--- src/rtl/arb_client.sv ---
`default_nettype none
// ============================================================================
// Module   : arb_client
// Brief    : Requester-side agent for a two-port grant arbiter. Takes one job,
//            requests the bus, streams a 1..2^LEN_W beat burst while granted,
//            stalls on preemption, and abandons the job if no grant arrives.
// Revision : 1.0 - initial release
// ============================================================================
module arb_client #(
   parameter int DATA_W  = 8,
   parameter int LEN_W   = 2,
   parameter int TO_W    = 4,
   parameter int TIMEOUT = 15
) (
   input  logic              clock,
   input  logic              reset,
   input  logic              job_valid,
   output logic              job_ready,
   input  logic [DATA_W-1:0] job_base,
   input  logic [LEN_W-1:0]  job_len,
   output logic              req,
   input  logic              gnt,
   output logic              bus_valid,
   output logic [DATA_W-1:0] bus_data,
   output logic              done,
   output logic              err_timeout
);

   // Last wait-count value before the job is abandoned.
   localparam logic [TO_W-1:0] C_TO_LAST = TO_W'(TIMEOUT - 1);

   typedef enum logic [1:0] {
      S_IDLE = 2'd0,
      S_REQ  = 2'd1,
      S_XFER = 2'd2,
      S_REL  = 2'd3
   } state_t;

   state_t              r_state;
   logic                r_req;
   logic                r_done;
   logic                r_err;
   logic [DATA_W-1:0]   r_base;
   logic [LEN_W-1:0]    r_len;
   logic [LEN_W-1:0]    r_beat;
   logic [TO_W-1:0]     r_wait;

   logic                w_bus_valid;
   logic [DATA_W-1:0]   w_beat_ext;

   // A beat moves only while in XFER and the grant is present this cycle.
   assign w_bus_valid = (r_state == S_XFER) && gnt && !reset;
   assign w_beat_ext  = DATA_W'(r_beat);

   assign job_ready   = (r_state == S_IDLE) && !reset;
   assign bus_valid   = w_bus_valid;
   assign bus_data    = r_base + w_beat_ext;
   assign req         = r_req;
   assign done        = r_done;
   assign err_timeout = r_err;

   // Control FSM; req, done and err_timeout are registered here.
   // In REQ the wait counter is still zero on the first edge, which is how a
   // grant left over from an earlier owner is ignored on that edge.
   always_ff @(posedge clock or posedge reset) begin
      if (reset) begin
         r_state <= S_IDLE;
         r_req   <= 1'b0;
         r_done  <= 1'b0;
         r_err   <= 1'b0;
         r_base  <= '0;
         r_len   <= '0;
         r_beat  <= '0;
         r_wait  <= '0;
      end else begin
         r_done <= 1'b0;
         r_err  <= 1'b0;
         case (r_state)
            S_IDLE: begin
               if (job_valid) begin
                  r_base  <= job_base;
                  r_len   <= job_len;
                  r_beat  <= '0;
                  r_wait  <= '0;
                  r_req   <= 1'b1;
                  r_state <= S_REQ;
               end
            end
            S_REQ: begin
               if (gnt && (r_wait != '0)) begin
                  r_state <= S_XFER;
               end else if (r_wait == C_TO_LAST) begin
                  r_err   <= 1'b1;
                  r_req   <= 1'b0;
                  r_state <= S_REL;
               end else begin
                  r_wait <= r_wait + TO_W'(1);
               end
            end
            S_XFER: begin
               if (gnt) begin
                  if (r_beat == r_len) begin
                     r_req   <= 1'b0;
                     r_done  <= 1'b1;
                     r_state <= S_REL;
                  end else begin
                     r_beat <= r_beat + LEN_W'(1);
                  end
               end
            end
            S_REL: begin
               if (!gnt) begin
                  r_state <= S_IDLE;
               end
            end
            default: r_state <= S_IDLE;
         endcase
      end
   end

endmodule
`default_nettype wire

--- config.mk ---
export PLATFORM = sky130hd
export DESIGN_NAME = arb_client
export DESIGN_NICKNAME = d
export VERILOG_FILES = /design/src/rtl/arb_client.sv
export SDC_FILE = /design/constraint.sdc
export NUM_CORES = 1
export LEC_CHECK = 0
export BUFFER_PORTS_ARGS = -buffer_cell sky130_fd_sc_hd__buf_2
export CAP_MARGIN = 25
export CORE_MARGIN = 3
export CORE_UTILIZATION = 25
export DETAILED_ROUTE_END_ITERATION = 16
export GPL_TIMING_DRIVEN = 1
export HOLD_SLACK_MARGIN = 0.02
export SETUP_SLACK_MARGIN = 0.3
export SYNTH_ARGS = -nofsm -noshare
export SYNTH_HDL_FRONTEND = slang
export SYNTH_SLANG_ARGS = --single-unit
--- constraint.sdc ---
create_clock -name clock -period 3.3 [get_ports clock]
set_input_delay 0.33 -clock clock [delete_from_list [all_inputs] [get_ports clock]]
set_output_delay 0.33 -clock clock [all_outputs]
set_load 0.01 [all_outputs]
* Word-level counts from Yosys, hierarchy flattened
Cells that the tools add are included.
** Storage, ports and cells
- Flip-flop bits (word level) :: 21
** Operators by class
- $add $sub $neg :: 3
- Equality and inequality tests :: 14
- Muxes and demuxes :: 27
- Reductions and logical operators :: 15
** Operators by type and width (count)
- $mux 2 :: 9
- $ne 2x2->1 const B :: 7
- $mux 4 :: 3
- $mux 1 :: 11
- $add 8x2->8 :: 1
- $pmux 2 s4 :: 1
- $pmux 4 s2 :: 1
- $reduce_and 4->1 :: 2
- $reduce_and 6->1 :: 1
- $reduce_and 5->1 :: 1
- $add 4x1->4 const B :: 1
- $eq 2x2->1 const B :: 2
- $eq 4x4->1 const B :: 1
- $logic_and 1x1->1 :: 4
- $pmux 2 s2 :: 1
- $reduce_bool 2->1 :: 2
- $reduce_bool 4->1 :: 1
- $ne 3x3->1 const B :: 1
- $pmux 1 s3 :: 1
- $reduce_bool 3->1 :: 1
- $add 2x1->2 const B :: 1
- $eq 2x1->1 const B :: 1
- $eq 2x2->1 :: 1
- $logic_not 2->1 :: 1
- other kinds (3) :: 3

* Logic depth before layout (Yosys ltp)
- Word-level depth :: 4
- Gate-level depth with buffers :: 6
- Mapped depth without buffers :: 6

* Worst setup path after synthesis
Ideal clock, no wire load.
- Path kind :: reg-to-output
- Start point :: register r_beat[0]
- End point :: output bus_data[6]
- Arrival time :: 1473 ps
- Required time :: 2970 ps
- Setup slack :: 1497 ps
- Cell stages (with the launch flop) :: 6
- Cell sequence :: dfrtp_1 -> ha_1 -> fa_1 -> and3_1 -> nand3_1 -> xnor2_1
** On the way
- Longest elaborated chain between the ends :: 1
** Ends and longest elaborated chain
- from (decl) :: RTL line 45 : logic [LEN_W-1:0] r_beat;
- from (signal assigned) :: RTL line 107 : r_beat <= r_beat + LEN_W'(1);
- $add 8x2->8 :: RTL line 57 : assign bus_data = r_base + w_beat_ext;
- to (decl) :: RTL line 24 : output logic [DATA_W-1:0] bus_data,
Every way passes these cells.

* Final worst setup path
Ends and elaborated chain as after synthesis.

==> metrics.md <==
| Metric | Value |
|---|---|
| Via count | around 1000 |
| H-tree Lvls | 1 |
| Die ar. | 6130 µm² |
| Syn_nets | between 100 and 150 |
| Leakage | around 0.00077 µW |
| Final WL | between 2000 and 3000 µm |
| Post-synth ARST share | 100% |
| RSZ-0062 raised after global routing | false |
| Final Hold Fails | 0 |
| Gr usage total | 9.44% |
| VDD IR max | approximately 0.22 mV |
| Tightest Pin Transition | ~0.8 ns |
| Syn Inst Count | 124 |
| Wire length per cell | roughly 12 µm |
| CP delay by family, top | adder cells |
| Critical Path End Type | output pin |
| Hold buffers post-CTS | 0 |
| Sink Count | 21 |
| Relative slew slack | ~45% |
| Synthesized cell area | 1310 µm² |
| DRT iter0 DRCs | between 40 and 50 |
| Arrival @ worst endpoint | between 1.5 and 2 ns |
| Clk_lat worst skew | 0.27 ns |
| Crit-path cells | ha_1 > fa_1 > and3_1 > nand3_1 > xnor2_1 > buf_2 |
| Number of synthesized flops with an enable pin | 0 |
| First-pass GRT wire length | ~4600 µm |
| Core Region | 4880 µm² |
| Outcome | finished clean |
| Power density cells | about 940 nW/µm² |
| Nets | 179 |
| IO Port Bufs | 26 |
| Post_cts resized | 0 |
| Finished Layout Cells | 220 |
| Placed cell count | 216 |
| Reg clk slew, reported paths | ~0.080 ns |
| CTS tree | built |
| Number of CTS-inserted buffers | 3 |
| Post-DP HPWL | roughly 2100 µm |
| Critical path's largest stage delay | 0.46 ns |
| Initial Util | between 20% and 30% |
| Largest net degree at the start of global routing | 22 |
| Post CTS Setup Buffer Count | 0 |
| Post-DRT Antenna Nets | 0 |
| Layout cells sized above 1 | between 30 and 40% |
| Synth Register Bits | 21 |
| Clk_skew | roughly 0.004 ns |
| Critical path class | reg2out |
| GPL Wtd Cong | a little under 0.8 |
| Register area share after synthesis | around two fifths |
| Initial antenna violation count | 0 |
| # rows | 25 |
| Grt total ovfl | 0 |
| Syn_area_per_cell | 10.5 µm² |
| Fmax | between 400 and 500 MHz |
| Primary FF master, synth | dfrtp_1 |
| Via/cell ratio | 4.58 |
| Final setup violation count | 0 |
| Worst path required time | slightly below 3 ns |
| Hold crit path type | in2async |
| Max_cap viols | 0 |
| Slew Limit Fails | 0 |
| Vias in the first global route | around 1000 |
| Top-level I/O count | 27 |
| Unique masters post-synth | 35 |
| Setup TNS | 0 ns |
| Buf+Inv Stages, Crit Path | 1 |
| Clock Tree Buf Depth | 2 |
| Die width | a little under 80 µm |
| Final worst-path cycle share | around 69% |
| Setup crit start kind | flop |
| Peak fanout along the critical path | 6 |
| Area delta synth->final | 19.3% |
| Most frequent cells in the layout | 26 x buf_2, 21 x dfrtp_1, 12 x nand2_1, 12 x mux2_2, 11 x inv_1 |
| Worst path slowest cell | dfrtp_1 |
| Diodes inserted | 0 |
| DRT Pass-1 Iters | 4 |
| Design Power | 1460 µW |
| DR DRC count | 0 |
| Commonest non-fill, non-tap cell in the layout | buf_2 |
| Tmin final | around 2.3 ns |
| CTS Root Cell | clkbuf_8 |
| YS warnings | 0 |
| Die Y | 78.3 µm |
[where the power goes]
group | switching, µW | leakage [µW] | internal [µW]
Sequential | 123 | 0.000262 | 373
Combinational | 408 | 0.000485 | 382
Clock | 89.9 | 0.0000255 | 84.3
Total | 621 | 0.000773 | 839
[metrics by stage]
stage          worst slack [ns]  area, µm²  hold WS [ns]  utilization, %
2_1_floorplan              1.50       1310         0.307               -
3_3_place_gp               1.35       1510         0.505            31.0
3_5_place_dp               1.31       1510         0.510            31.0
4_1_cts                    1.00       1560         0.269            32.0
5_1_grt                   0.888       1560         0.287            32.0
6_report                   1.02       1560         0.226            32.0
[final cells by class]
cell class,instances,area [µm²]
fillers,520,3320
multi-input cells,91,733
flip-flops and latches,21,526
repair buffers,26,130
well taps,67,83.8
clock buffers,3,41.3
inverters,11,41.3
clock inverters,1,5.00
[metal layers]
| metal | wire length, µm | global-route usage (%) | up-vias |
|---|---|---|---|
| met1 | 1250 | 12.5 | 481 |
| li1 | - | - | 503 |
| met3 | 93 | 1.95 | 3 |
| met4 | 25 | 3.67 | 0 |
| met5 | 0 | 0 | - |
| met2 | 1290 | 15.1 | 20 |
[sequential cells by signal, indices dropped and copies added (netlist names)]
name         cells
r_state          2
err_timeout      1
r_beat           2
r_base           8
r_len            2
r_wait           4
req              1
done             1
[path summary, 6_finish.rpt]
path	startpoint	endpoint	slack, ns	depth (start not counted)
hold reg to reg	r_base[0]	r_base[0]	0.52	1
min in group clock	job_base[1]	r_base[1]	0.29	2
setup / recovery	r_beat[0]	bus_data[6]	1.02	6
hold / removal	reset	r_wait[0]	0.23	2
max in group asynchronous	reset	r_base[1]	2.56	2
setup reg to reg	r_wait[0]	r_state[1]	1.43	6
[cells in the mapped netlist, types with 2 or more instances]
cell type	number	area share, %
a21o_1	3	1.7
ha_1	10	9.6
dfrtp_1	21	40
nand2b_1	2	0.96
a211oi_1	3	1.7
mux2_2	12	10
nand3_1	2	0.77
nor3_1	4	1.5
nand2_1	12	3.4
xnor2_1	4	2.7
xor2_1	3	2.0
nor2_1	8	2.3
and3_1	2	0.96
o21ai_0	3	1.1
mux2i_1	2	1.5
a31oi_1	2	0.96
inv_1	11	3.2
a21oi_1	2	0.77
a2111oi_0	2	1.3
[cells by family after synthesis]
logic type	after synthesis	share of synthesized area [%]
and+or+nand+nor	35	13.1
adders and majority gates	11	11.1
DFF	21	40.2
muxes	14	11.9
AOI/OAI and AO/OA	23	14.1
xor gates and xnor gates	8	5.93
buffers and inverters	12	3.73
Note: power is estimated with default switching activity, not from simulation.
